[src/rtl/buffer_pkg.sv]
// Shared parameters and FSM encoding for the buffer read controller.
package buffer_pkg;

    localparam int ROW_SIZE_DEF  = 8;
    localparam int COLUMNS_DEF   = 32;
    localparam int PAR_WRITE_DEF = 4;
    localparam int PAR_READ_DEF  = 4;

    function automatic int addr_w(input int columns);
        return (columns > 1) ? $clog2(columns) : 1;
    endfunction

    localparam int ADDR_W_DEF = addr_w(COLUMNS_DEF);

    typedef enum logic [1:0] {
        ST_IDLE  = 2'd0,
        ST_RUN   = 2'd1,
        ST_FLUSH = 2'd2
    } state_e;

endpackage

[src/rtl/buffer_lane_addr.sv]
// Per-lane wrapped read addresses; COLUMNS is a power of two,
// so the natural ADDR_W-bit wrap gives the modulo.
module buffer_lane_addr
    import buffer_pkg::*;
#(
    parameter int ADDR_W   = ADDR_W_DEF,
    parameter int PAR_READ = PAR_READ_DEF
) (
    input  logic [ADDR_W-1:0]          rd_ptr,
    output logic [PAR_READ*ADDR_W-1:0] raddr
);

    for (genvar i = 0; i < PAR_READ; i++) begin : g_lane
        assign raddr[i*ADDR_W +: ADDR_W] = rd_ptr + ADDR_W'(i);
    end

endmodule

[src/rtl/buffer_read_ctrl.sv]
// Frame-based multi-lane reader of a circular row buffer with
// occupancy tracking and a registered beat output.
module buffer_read_ctrl
    import buffer_pkg::*;
#(
    parameter int  ROW_SIZE  = ROW_SIZE_DEF,
    parameter int  COLUMNS   = COLUMNS_DEF,
    parameter int  PAR_WRITE = PAR_WRITE_DEF,
    parameter int  PAR_READ  = PAR_READ_DEF,
    localparam int ADDR_W    = addr_w(COLUMNS),
    localparam int PW_W      = $clog2(PAR_WRITE + 1),
    localparam int PR_W      = $clog2(PAR_READ + 1)
) (
    input  logic                         clk,
    input  logic                         rst,
    input  logic [PW_W-1:0]              push_n,
    output logic [ADDR_W:0]              free_cnt,
    input  logic                         start,
    input  logic [ADDR_W:0]              len,
    output logic [PAR_READ*ADDR_W-1:0]   raddr,
    input  logic [ROW_SIZE*PAR_READ-1:0] rdata,
    output logic [ROW_SIZE*PAR_READ-1:0] out_data,
    output logic [PR_W-1:0]              out_lanes,
    output logic                         out_valid,
    input  logic                         out_ready,
    output logic                         out_last,
    output logic                         busy,
    output logic                         done,
    output logic                         ovf
);

    localparam int CW = ADDR_W + 1;
    localparam int SW = ADDR_W + 2;
    localparam logic [CW-1:0] COLS   = CW'(COLUMNS);
    localparam logic [CW-1:0] PR_CNT = CW'(PAR_READ);

    state_e                       state_q, state_d;
    logic [ADDR_W-1:0]            rd_ptr_q, rd_ptr_d;
    logic [CW-1:0]                occ_q, occ_d;
    logic [CW-1:0]                rem_q, rem_d;
    logic [ROW_SIZE*PAR_READ-1:0] out_data_q, out_data_d;
    logic [PR_W-1:0]              out_lanes_q, out_lanes_d;
    logic                         out_valid_q, out_valid_d;
    logic                         out_last_q, out_last_d;
    logic                         done_q, done_d;
    logic                         ovf_q, ovf_d;

    logic [PR_W-1:0] n;
    logic            issue;
    logic [CW-1:0]   popped;
    logic [SW-1:0]   occ_sum;

    buffer_lane_addr #(
        .ADDR_W   (ADDR_W),
        .PAR_READ (PAR_READ)
    ) u_lane_addr (
        .rd_ptr (rd_ptr_q),
        .raddr  (raddr)
    );

    // A beat needs all n rows present and a free or draining output slot.
    always_comb begin
        n      = (rem_q >= PR_CNT) ? PR_W'(PAR_READ) : PR_W'(rem_q);
        issue  = (state_q == ST_RUN) && (occ_q >= CW'(n))
                 && (!out_valid_q || out_ready);
        popped = issue ? CW'(n) : '0;
    end

    // Pushes past the free space saturate and latch the error flag.
    always_comb begin
        occ_sum = SW'(occ_q) + SW'(push_n) - SW'(popped);
        ovf_d   = ovf_q || (CW'(push_n) > free_cnt);
        occ_d   = (occ_sum > SW'(COLS)) ? COLS : occ_sum[CW-1:0];
    end

    always_comb begin
        state_d     = state_q;
        rd_ptr_d    = rd_ptr_q;
        rem_d       = rem_q;
        out_data_d  = out_data_q;
        out_lanes_d = out_lanes_q;
        out_valid_d = out_valid_q && !out_ready;
        out_last_d  = out_last_q;
        done_d      = 1'b0;
        if (issue) begin
            for (int i = 0; i < PAR_READ; i++) begin
                out_data_d[i*ROW_SIZE +: ROW_SIZE] =
                    (i < int'(n)) ? rdata[i*ROW_SIZE +: ROW_SIZE] : '0;
            end
            out_lanes_d = n;
            out_valid_d = 1'b1;
            out_last_d  = (rem_q == CW'(n));
            rd_ptr_d    = rd_ptr_q + ADDR_W'(n);
            rem_d       = rem_q - CW'(n);
        end
        unique case (state_q)
            ST_IDLE: begin
                if (start) begin
                    rem_d   = len;
                    state_d = (len == '0) ? ST_FLUSH : ST_RUN;
                end
            end
            ST_RUN: begin
                if (issue && (rem_q == CW'(n))) begin
                    state_d = ST_FLUSH;
                end
            end
            ST_FLUSH: begin
                if (!out_valid_q || out_ready) begin
                    state_d = ST_IDLE;
                    done_d  = 1'b1;
                end
            end
            default: state_d = ST_IDLE;
        endcase
    end

    always_ff @(posedge clk) begin
        if (!rst) begin
            state_q     <= ST_IDLE;
            rd_ptr_q    <= '0;
            occ_q       <= '0;
            rem_q       <= '0;
            out_data_q  <= '0;
            out_lanes_q <= '0;
            out_valid_q <= 1'b0;
            out_last_q  <= 1'b0;
            done_q      <= 1'b0;
            ovf_q       <= 1'b0;
        end else begin
            state_q     <= state_d;
            rd_ptr_q    <= rd_ptr_d;
            occ_q       <= occ_d;
            rem_q       <= rem_d;
            out_data_q  <= out_data_d;
            out_lanes_q <= out_lanes_d;
            out_valid_q <= out_valid_d;
            out_last_q  <= out_last_d;
            done_q      <= done_d;
            ovf_q       <= ovf_d;
        end
    end

    assign free_cnt  = COLS - occ_q;
    assign out_data  = out_data_q;
    assign out_lanes = out_lanes_q;
    assign out_valid = out_valid_q;
    assign out_last  = out_last_q;
    assign busy      = (state_q != ST_IDLE);
    assign done      = done_q;
    assign ovf       = ovf_q;

endmodule

[config.mk]
export PLATFORM = sky130hd
export DESIGN_NAME = buffer_read_ctrl
export DESIGN_NICKNAME = d
export VERILOG_FILES = /design/src/rtl/buffer_pkg.sv /design/src/rtl/buffer_lane_addr.sv /design/src/rtl/buffer_read_ctrl.sv
export SDC_FILE = /design/constraint.sdc
export NUM_CORES = 1
export LEC_CHECK = 0
export CORE_UTILIZATION = 41
export CTS_CLUSTER_SIZE = 8
export DETAILED_ROUTE_END_ITERATION = 10
export PLACE_DENSITY_LB_ADDON = 0.15
export SKIP_LAST_GASP = 1
export SYNTH_ARGS = -nofsm -noshare
export SYNTH_HDL_FRONTEND = slang
export SYNTH_SLANG_ARGS = --single-unit
[constraint.sdc]
create_clock -name clk -period 4.58 [get_ports clk]
set_input_delay 0.458 -clock clk [delete_from_list [all_inputs] [get_ports clk]]
set_output_delay 0.458 -clock clk [all_outputs]
set_load 0.005 [all_outputs]
==> results of run 1 <==
## registers in the layout, summed over array words and instances (netlist names)
| name | count |
|---|---|
| out_last | 1 |
| rem_q | 6 |
| ovf | 1 |
| out_valid | 1 |
| out_lanes | 3 |
| rd_ptr_q | 5 |
| done | 1 |
| state_q | 2 |
| occ_q | 6 |
| out_data | 32 |
## worst max-delay path: stages (launching register included)
cell and delay, ns:
dfxtp_1 0.39, nor4_4 0.37, nand2_1 0.19, ha_1 0.22, or4b_1 0.46, a21oi_1 0.24
nor3_2 0.09, and2_1 0.18, ha_1 0.26, inv_1 0.06, ha_1 0.18, inv_1 0.06
fa_1 0.40, nor2b_2 0.19, o311a_1 0.17, mux2_2 0.35, o21ai_2 0.24, nor3_1 0.09
## power by group through the flow
stage | registers (W) | logic [W] | clock network (W)
2_1_floorplan | 0.000681 | 0.000640 | 0
3_3_place_gp | 0.000699 | 0.00103 | 0
3_5_place_dp | 0.000702 | 0.00105 | 0
4_1_cts | 0.000691 | 0.00106 | 0.000440
5_1_grt | 0.000707 | 0.00118 | 0.000468
6_report | 0.000691 | 0.00106 | 0.000428
## stage by stage
step / setup WS, ns / utilization
2_1_floorplan: 0.0214 / -
3_5_place_dp: -0.0414 / 0.571
4_1_cts: 0.120 / 0.595
3_3_place_gp: 0.153 / 0.571
5_1_grt: -0.0212 / 0.597
6_report: 0.302 / 0.597
## layer usage
metal | up-vias | GRT usage | part of all wire
li1 | 1523 | - | -
met1 | 1390 | 0.259 | 0.45
met2 | 84 | 0.325 | 0.48
met3 | 10 | 0.0461 | 0.052
met4 | 0 | 0.0833 | 0.014
met5 | - | 0 | 0
## cells in the final DEF, fill, tap and decap left out, types with 3 or more instances in the layout
cell type	count
a21boi_0	33
a21boi_1	3
a21oi_1	8
and2_1	6
buf_4	5
clkbuf_8	10
clkdlybuf4s50_1	109
dfxtp_1	58
fa_1	4
ha_1	25
inv_1	28
nand2_1	53
nand3_1	41
nor2_1	10
nor2b_1	3
nor3_1	8
nor4_1	4
o21a_1	9
o21ai_0	10
xnor2_1	12
xor2_1	4
## how the worst min path moves through the flow
stage | endpoint | slack [ns]
2_1_floorplan | out_data[18]$_SDFFE_PN0N_ | 0.45
3_3_place_gp | out_data[29]$_SDFFE_PN0N_ | 0.44
3_5_place_dp | out_data[29]$_SDFFE_PN0N_ | 0.45
4_1_cts | out_data[29]$_SDFFE_PN0N_ | 0.46
5_1_grt | out_data[29]$_SDFFE_PN0N_ | 0.47
6_report | out_data[29]$_SDFFE_PN0N_ | 0.45
## final cells by class
cell class,instances,area share
inverters,28,0.0229
well taps,102,0.0278
repair buffers,115,0.247
multi-input cells,275,0.410
flip-flops and latches,58,0.253
clock buffers,10,0.0300
clock inverters,6,0.00927
## repair_timing
item | CTS | global route
buffers inserted | 0 | 1
pin swaps | 0 | 1
cloned | 0 | 0
hold buffers | 0 | 0
resized for setup | 1 | 2
endpoints found under the setup margin | 5 | 5
## kinds of logic (layout without fill, tap and decap cells)
group,after synthesis,in the layout,share of synthesized area
adders and majority gates,29,29,0.121
and+or+nand+nor,148,148,0.230
buffers and inverters,53,159,0.0707
other,1,1,0.00115
muxes,1,1,0.00346
DFF,58,58,0.356
AOI/OAI and AO/OA,80,80,0.175
xor gates and xnor gates,16,16,0.0430
==> flow_metrics.py, run 1 <==
metrics = {
    "placed_design": {
        "dp_cells": 577,
        "place_area_mm2": 0.00439,
        "gp_congestion": 0.777,
        "port_buffers": 110,
        "hpwl_um": 5730,
    },
    "synth": {
        "synth_ff_type": "dfxtp_1",
        "synth_top_cell_by_area": "dfxtp_1",
        "synth_edf_count": 0,
        "synth_cells": 386,
        "synthTopCellsByArea": "dfxtp_1 36%, ha_1 9.6%, a21boi_0 7.6%",
        "yosys_warnings": 0,
        "syn-num-nets": 460,
        "syn_avg_cell_area_um2": 8.44,
        "yosysMostFrequentCell": "dfxtp_1",
        "ys_seq_area_frac": 0.356,
        "syn_area_mm2": 0.00326,
        "synth-async-reset-ratio": 0,
        "synth_top_area_frac": 0.356,
        "ys_ff_latch": 58,
        "yosysUniqueCellTypes": 49,
        "ys_top_cells_by_count": "58 x dfxtp_1, 53 x nand2_1, 41 x nand3_1, 33 x a21boi_0, 28 x inv_1",
    },
    "floorplanning": {
        "fp.coreArea_mm2": 0.00769,
        "dieArea_mm2": 0.00831,
        "start_util": 0.424,
        "die_w_um": 91.1,
        "pin_count": 111,
        "rows": 32,
        "die_y_um": 91.1,
    },
    "cells_and_area": {
        "diodes": 0,
        "nNetsFinal": 561,
        "multi_input_area_mm2": 0.00188,
        "register_area_mm2": 0.00116,
        "layout-drive-gt1-share": 0.0650,
        "nFillCells": 705,
        "instances_no_fill": 594,
        "area_growth_pct": 40.8,
        "fin_area_mm2": 0.00459,
    },
    "power_and_ir_drop": {
        "p_per_area_mw_per_mm2": 474,
        "switching_power_w": 0.000833,
        "seqPwrFrac": 0.318,
        "irDropWorstVdd_mv": 0.277,
        "p_int_w": 0.00134,
        "p_leak_nw": 1.74,
        "clockPowerShare": 0.197,
        "switching_share": 0.383,
        "power_w": 0.00218,
        "p_comb_frac": 0.486,
    },
    "grt": {
        "track_usage": 0.201,
        "antenna_found_initial": 0,
        "grt-ovfl-total": 0,
        "grt_max_degree": 60,
        "grt_pass1_wl_um": 13300,
        "grt_pass1_vias": 2800,
    },
    "setup_path": {
        "crit_required_ns": 4.79,
        "crit_end": "occ_q[4]$_SDFF_PP0_",
        "cp.arrival_ns": 4.49,
        "startpoint_type": "register",
        "cp-startpoint": "rem_q[2]$_SDFF_PN0_",
        "r2r_cells": 17,
        "crit_fanout": 8,
        "r2r_slack_ns": 0.30,
        "critPathCaptureType": "register",
        "setup.worst_path.class": "register to register",
        "reg2reg_to": "occ_q[4]$_SDFF_PP0_",
        "reg2reg_from": "rem_q[2]$_SDFF_PN0_",
    },
    "sta": {
        "holdWs_ns": 0.454,
        "setup_viol": 0,
        "relSlewSlack": 0.637,
        "max_freq_mhz": 234,
        "worst_pin_slew_ns": 0.544,
        "final.period_utilization": 0.934,
        "post-route-min-period_ns": 4.28,
        "clock_skew_ns": 0.0110,
        "final_max_slew_viol_count": 0,
        "hold_viol_final": 0,
        "setup_tns_ns": 0,
    },
    "route": {
        "wl_per_cell_um": 13.5,
        "vias_per_cell": 5.06,
        "drt-initial-drc-count": 119,
        "antenna_left": 0,
        "drc": 0,
        "wl_um": 8030,
        "vias": 3007,
        "drt_first_pass_iters": 4,
    },
    "run": {
        "drv_cap": 0,
    },
    "clocking": {
        "clockBufferDepth": 2,
        "htreeDepth": 3,
        "cts_made_buffers": 9,
        "root_buffer": "clkbuf_8",
        "cts_tree": "done",
        "clkTransAtPathRegs_ns": 0.08,
        "worstSkewPairLatency_ns": 0.34,
        "clkSinkCount": 58,
    },
    "hold_path": {
        "hold_path_depth": 2,
        "hold_path_class": "register to register",
        "min_from": "out_data[29]$_SDFFE_PN0N_",
    },
    "status": {
        "outcome": "finished clean",
    },
}
Power figures use the tool's default switching activity.
==> inputs of run 2 (changes only) <==
CORE_MARGIN = 2   (was unset)
==> run 2 against run 1 <==
Compared with the run above: power up 1.8%; highest routed layer unchanged; clock power up 10%; worst setup slack better by 0.10 ns; hold slack worse by 0.0017 ns; first-iteration DRC count down 27%; routed wire length up 2.4%; global-route usage down 0.69 points; critical path type unchanged; critical path depth down 3; largest power group unchanged.
==> flow_metrics.py, run 2 (synthesized netlist as in run 1, its figures left out) <==
metrics = {
    "power_and_ir_drop": {
        "p_per_area_mw_per_mm2": 482,
        "power_w": 0.00221,
        "irDropWorstVdd_mv": 0.245,
        "p_leak_nw": 1.75,
    },
    "route": {
        "vias": 2980,
        "vias_per_cell": 5.03,
        "wl_per_cell_um": 13.9,
        "drt-initial-drc-count": 87,
        "wl_um": 8230,
        "drc": 0,
        "drt_first_pass_iters": 4,
        "antenna_left": 0,
    },
    "setup_path": {
        "path_depth": 14,
        "reg2reg_to": "occ_q[2]$_SDFF_PP0_",
        "crit_end": "occ_q[2]$_SDFF_PP0_",
        "slowest_delay_ns": 0.48,
        "cp.arrival_ns": 4.38,
        "reg2reg_from": "rem_q[4]$_SDFF_PN0_",
        "worstPathCellList": "nor4_4 -> nand2_1 -> ha_1 -> or4b_1 -> a21oi_1 -> or3_1 -> nor2_1 -> fa_1 -> fa_1 -> nor2b_1 -> o311a_1 -> mux2_2 -> o21ai_2 -> nor4_1",
        "crit_required_ns": 4.78,
        "crit_top_cell": "fa_1",
        "crit_fanout": 5,
        "setup.worst_path.class": "register to register",
        "path_buf_inv": 0,
        "startpoint_type": "register",
        "r2r_cells": 14,
        "cp-startpoint": "rem_q[4]$_SDFF_PN0_",
        "critPathCaptureType": "register",
        "r2r_slack_ns": 0.40,
        "cpMaxStageDelayCell": "fa_1",
        "path_delay_family": "simple AND/OR/NAND/NOR gates",
    },
    "grt": {
        "grt_pass1_wl_um": 13600,
        "grt-ovfl-total": 0,
        "grt_pass1_vias": 2861,
        "grt_max_degree": 61,
        "track_usage": 0.195,
        "antenna_found_initial": 0,
    },
    "run": {
        "drv_cap": 0,
    },
    "sta": {
        "setup_viol": 0,
        "hold_viol_final": 0,
        "final.period_utilization": 0.912,
        "rsz0062_at_grt": "false",
        "clock_skew_ns": 0.0138,
        "final_max_slew_viol_count": 0,
        "max_freq_mhz": 239,
        "setup_tns_ns": 0,
        "post-route-min-period_ns": 4.18,
        "relSlewSlack": 0.636,
        "worst_pin_slew_ns": 0.543,
    },
    "cells_and_area": {
        "most-common-layout-cells": "109 x clkdlybuf4s50_1, 58 x dfxtp_1, 53 x nand2_1",
        "largest_reg_flops": 32,
        "nFillCells": 722,
        "instances_no_fill": 593,
        "layout_commonest_cell": "clkdlybuf4s50_1",
        "area_growth_pct": 40.9,
        "layout-drive-gt1-share": 0.0550,
        "diodes": 0,
        "fin_area_mm2": 0.00459,
        "nNetsFinal": 560,
    },
    "floorplanning": {
        "dieArea_mm2": 0.00868,
        "start_util": 0.422,
        "fp.coreArea_mm2": 0.00773,
        "die_y_um": 93.1,
        "pin_count": 111,
        "die_w_um": 93.1,
        "rows": 32,
    },
    "clocking": {
        "clkSinkCount": 58,
        "post_cts.repair.setup_buffers": 0,
        "root_buffer": "clkbuf_8",
        "cts_hold_buffers": 0,
        "cts_tree": "done",
        "clockBufferDepth": 2,
        "htreeDepth": 3,
        "cts_made_buffers": 9,
        "ctsResizeCount": 0,
        "worstSkewPairLatency_ns": 0.34,
        "clkTransAtPathRegs_ns": 0.07,
    },
    "placed_design": {
        "port_buffers": 110,
        "gp_congestion": 0.810,
        "hpwl_um": 5910,
        "dp_cells": 577,
        "place_area_mm2": 0.00439,
    },
    "status": {
        "outcome": "finished clean",
    },
    "hold_path": {
        "hold_path_class": "register to register",
    },
}
-- run 2: layer usage --
layer  GRT usage  vias to the layer above  routed length [um]
met5           0                        -                   0
met4      0.0625                        0                 105
met3      0.0363                       10                 416
met2       0.324                       76                3900
met1       0.255                     1375                3810
li1            -                     1519                   -
-- run 2: per-stage QoR --
| stage | hold slack, ns | worst slack (ns) | utilization |
|---|---|---|---|
| after floorplan | 0.447 | 0.0214 | - |
| after global placement | 0.437 | 0.287 | 0.568 |
| after detailed placement | 0.445 | 0.142 | 0.568 |
| after CTS | 0.453 | 0.140 | 0.594 |
| after global routing | 0.488 | 0.0190 | 0.594 |
| final | 0.452 | 0.402 | 0.594 |
-- run 2: area by class of cell --
type	instances	area, um^2	area share
Inverter	28	105	0.0229
Clock inverter	4	51.3	0.0112
Clock buffer	12	145	0.0316
Timing Repair Buffer	114	1130	0.245
Multi-Input combinational cell	275	1880	0.408
Tap cell	102	128	0.0278
Sequential cell	58	1160	0.253
-- run 2: how the worst min path moves through the flow --
stage / startpoint / end / cells past startpoint
3_3_place_gp: out_data[29]$_SDFFE_PN0N_ / out_data[29]$_SDFFE_PN0N_ / 2
3_5_place_dp: out_data[29]$_SDFFE_PN0N_ / out_data[29]$_SDFFE_PN0N_ / 2
6_report: out_data[29]$_SDFFE_PN0N_ / out_data[29]$_SDFFE_PN0N_ / 2
2_1_floorplan: out_data[18]$_SDFFE_PN0N_ / out_data[18]$_SDFFE_PN0N_ / 2
4_1_cts: out_data[29]$_SDFFE_PN0N_ / out_data[29]$_SDFFE_PN0N_ / 2
5_1_grt: out_data[21]$_SDFFE_PN0N_ / out_data[21]$_SDFFE_PN0N_ / 2
-- run 2: power breakdown --
group          total, W  switching (W)  internal (W)
Combinational   0.00105       0.000529      0.000522
Sequential     0.000691      0.0000899      0.000601
Clock          0.000472       0.000205      0.000267
Total           0.00221       0.000824       0.00139
-- run 2: worst reg2reg max path: stages, from the launching register on --
cell,delay (ns)
dfxtp_1,0.36
nor4_4,0.30
nand2_1,0.18
ha_1,0.23
or4b_1,0.46
a21oi_1,0.25
or3_1,0.20
nor2_1,0.07
fa_1,0.49
fa_1,0.45
nor2b_1,0.21
o311a_1,0.18
mux2_2,0.35
o21ai_2,0.24
nor4_1,0.09
==> inputs of run 3 (changes only) <==
CORE_UTILIZATION = 35   (was 41)
SLEW_MARGIN = 20   (was unset)
==> run 3 against run 2 <==
Compared with the run above: critical path depth up 2; register-to-register slack got worse by 0.07 ns; combinational power about the same; highest routed layer unchanged.
==> flow_metrics.py, run 3 (synthesized netlist as in run 1, its figures left out) <==
metrics = {
    "status": {
        "outcome": "finished clean",
    },
    "sta": {
        "setup_tns_ns": 0,
        "final_max_slew_viol_count": 0,
        "worst_pin_slew_ns": 0.540,
        "final.period_utilization": 0.928,
        "relSlewSlack": 0.640,
        "hold_viol_final": 0,
        "post-route-min-period_ns": 4.25,
        "clock_skew_ns": 0.00649,
        "rsz0062_at_grt": "false",
        "max_freq_mhz": 235,
        "setup_viol": 0,
    },
    "route": {
        "drc": 0,
        "wl_um": 8120,
        "wl_per_cell_um": 13.4,
        "vias": 3000,
        "drt_first_pass_iters": 4,
        "antenna_left": 0,
        "drt-initial-drc-count": 60,
        "vias_per_cell": 4.96,
    },
    "setup_path": {
        "crit_fanout": 8,
        "critPathCaptureType": "register",
        "crit_required_ns": 4.78,
        "startpoint_type": "register",
        "setup.worst_path.class": "register to register",
        "cp.arrival_ns": 4.45,
    },
    "power_and_ir_drop": {
        "switching_share": 0.348,
        "p_comb_frac": 0.452,
        "p_int_w": 0.00153,
        "seqPwrFrac": 0.294,
        "p_per_area_mw_per_mm2": 501,
        "switching_power_w": 0.000817,
        "p_leak_nw": 1.79,
        "irDropWorstVdd_mv": 0.236,
        "clockPowerShare": 0.254,
    },
    "cells_and_area": {
        "layout_commonest_cell": "clkdlybuf4s50_1",
        "nFillCells": 886,
        "diodes": 0,
        "fin_area_mm2": 0.00468,
        "instances_no_fill": 605,
        "layout-drive-gt1-share": 0.0688,
        "area_growth_pct": 43.8,
        "multi_input_area_mm2": 0.00188,
        "nNetsFinal": 563,
        "register_area_mm2": 0.00116,
        "largest_reg_flops": 32,
        "most-common-layout-cells": "109 x clkdlybuf4s50_1, 58 x dfxtp_1, 53 x nand2_1",
    },
    "floorplanning": {
        "dieArea_mm2": 0.0101,
        "die_w_um": 100,
        "start_util": 0.356,
        "die_y_um": 100,
        "rows": 35,
        "fp.coreArea_mm2": 0.00915,
        "pin_count": 111,
    },
    "placed_design": {
        "hpwl_um": 5920,
        "gp_congestion": 0.798,
        "port_buffers": 110,
        "place_area_mm2": 0.00441,
        "dp_cells": 587,
    },
    "clocking": {
        "worstSkewPairLatency_ns": 0.34,
        "root_buffer": "clkbuf_8",
        "clkSinkCount": 58,
        "htreeDepth": 3,
        "clkTransAtPathRegs_ns": 0.06,
        "cts_tree": "done",
        "clockBufferDepth": 2,
        "cts_made_buffers": 9,
    },
    "grt": {
        "grt-ovfl-total": 0,
        "track_usage": 0.164,
        "antenna_found_initial": 0,
        "grt_pass1_wl_um": 13400,
        "grt_max_degree": 61,
        "grt_pass1_vias": 2780,
    },
    "hold_path": {
        "hold_path_class": "register to register",
    },
    "run": {
        "drv_cap": 0,
    },
}
## run 3: cell types whose count changed in the layout (fill, tap and decap cells not counted), sizes merged
| cell | previous run | this run |
|---|---|---|
| buf | 5 | 8 |
| clkinvlp | 1 | 0 |
| clkbuf | 12 | 11 |
| bufinv | 1 | 3 |
## run 3: layout make-up
class	instances	share of cell area
Timing Repair Buffer	117	0.245
Sequential cell	58	0.248
Clock buffer	11	0.0323
Multi-Input combinational cell	275	0.401
Tap cell	111	0.0296
Inverter	28	0.0224
Clock inverter	5	0.0214
## run 3: final timing paths
check	from	end	slack, ns	depth (start not counted)
max	rem_q[2]$_SDFF_PN0_	occ_q[3]$_SDFF_PP0_	0.33	16
min	out_data[29]$_SDFFE_PN0N_	out_data[29]$_SDFFE_PN0N_	0.45	2
max reg2reg	rem_q[2]$_SDFF_PN0_	occ_q[3]$_SDFF_PP0_	0.33	16
min reg2reg	out_data[29]$_SDFFE_PN0N_	out_data[29]$_SDFFE_PN0N_	0.45	2
## run 3: per-layer routing
layer	track usage	wire, um	vias to the layer above	share of wire
met5	0	0	-	0
met4	0.0537	99	0	0.012
met3	0.0409	357	8	0.044
met2	0.264	3870	65	0.48
met1	0.217	3790	1402	0.47
li1	-	-	1525	-
## run 3: critical path, cell delays in order, from the launching register on
cell and delay (ns):
dfxtp_1 0.39, nor4_4 0.35, buf_4 0.17, buf_4 0.09, ha_1 0.15, o31ai_1 0.07
and2_1 0.19, or3_2 0.53, nor2_1 0.17, fa_1 0.48, fa_1 0.47, nor2b_2 0.18
o311a_1 0.17, mux2_2 0.33, o21ai_0 0.16, buf_4 0.16, nor3_1 0.05
## run 3: metrics by stage
stage | utilization | hold slack (ns) | power, W | setup WS (ns)
global placement | 0.482 | 0.439 | 0.00175 | 0.350
floorplan | - | 0.447 | 0.00132 | 0.0214
CTS | 0.510 | 0.455 | 0.00236 | 0.192
detailed placement | 0.482 | 0.446 | 0.00176 | 0.214
finish | 0.512 | 0.454 | 0.00235 | 0.330
global route | 0.512 | 0.471 | 0.00254 | 0.0310
## run 3: power groups by stage
stage                     logic, W  clock network, W  registers [W]
final                      0.00106          0.000596       0.000690
after global routing       0.00120          0.000638       0.000706
after CTS                  0.00106          0.000611       0.000692
after detailed placement   0.00106                 0       0.000703
after global placement     0.00105                 0       0.000700
after floorplan           0.000640                 0       0.000681
## run 3: repair_timing
action                                  4_1_cts  5_1_grt
endpoints found under the setup margin        0        6
hold buffers                                  0        0
setup buffers                                 0        2
gates resized for setup                       0        2
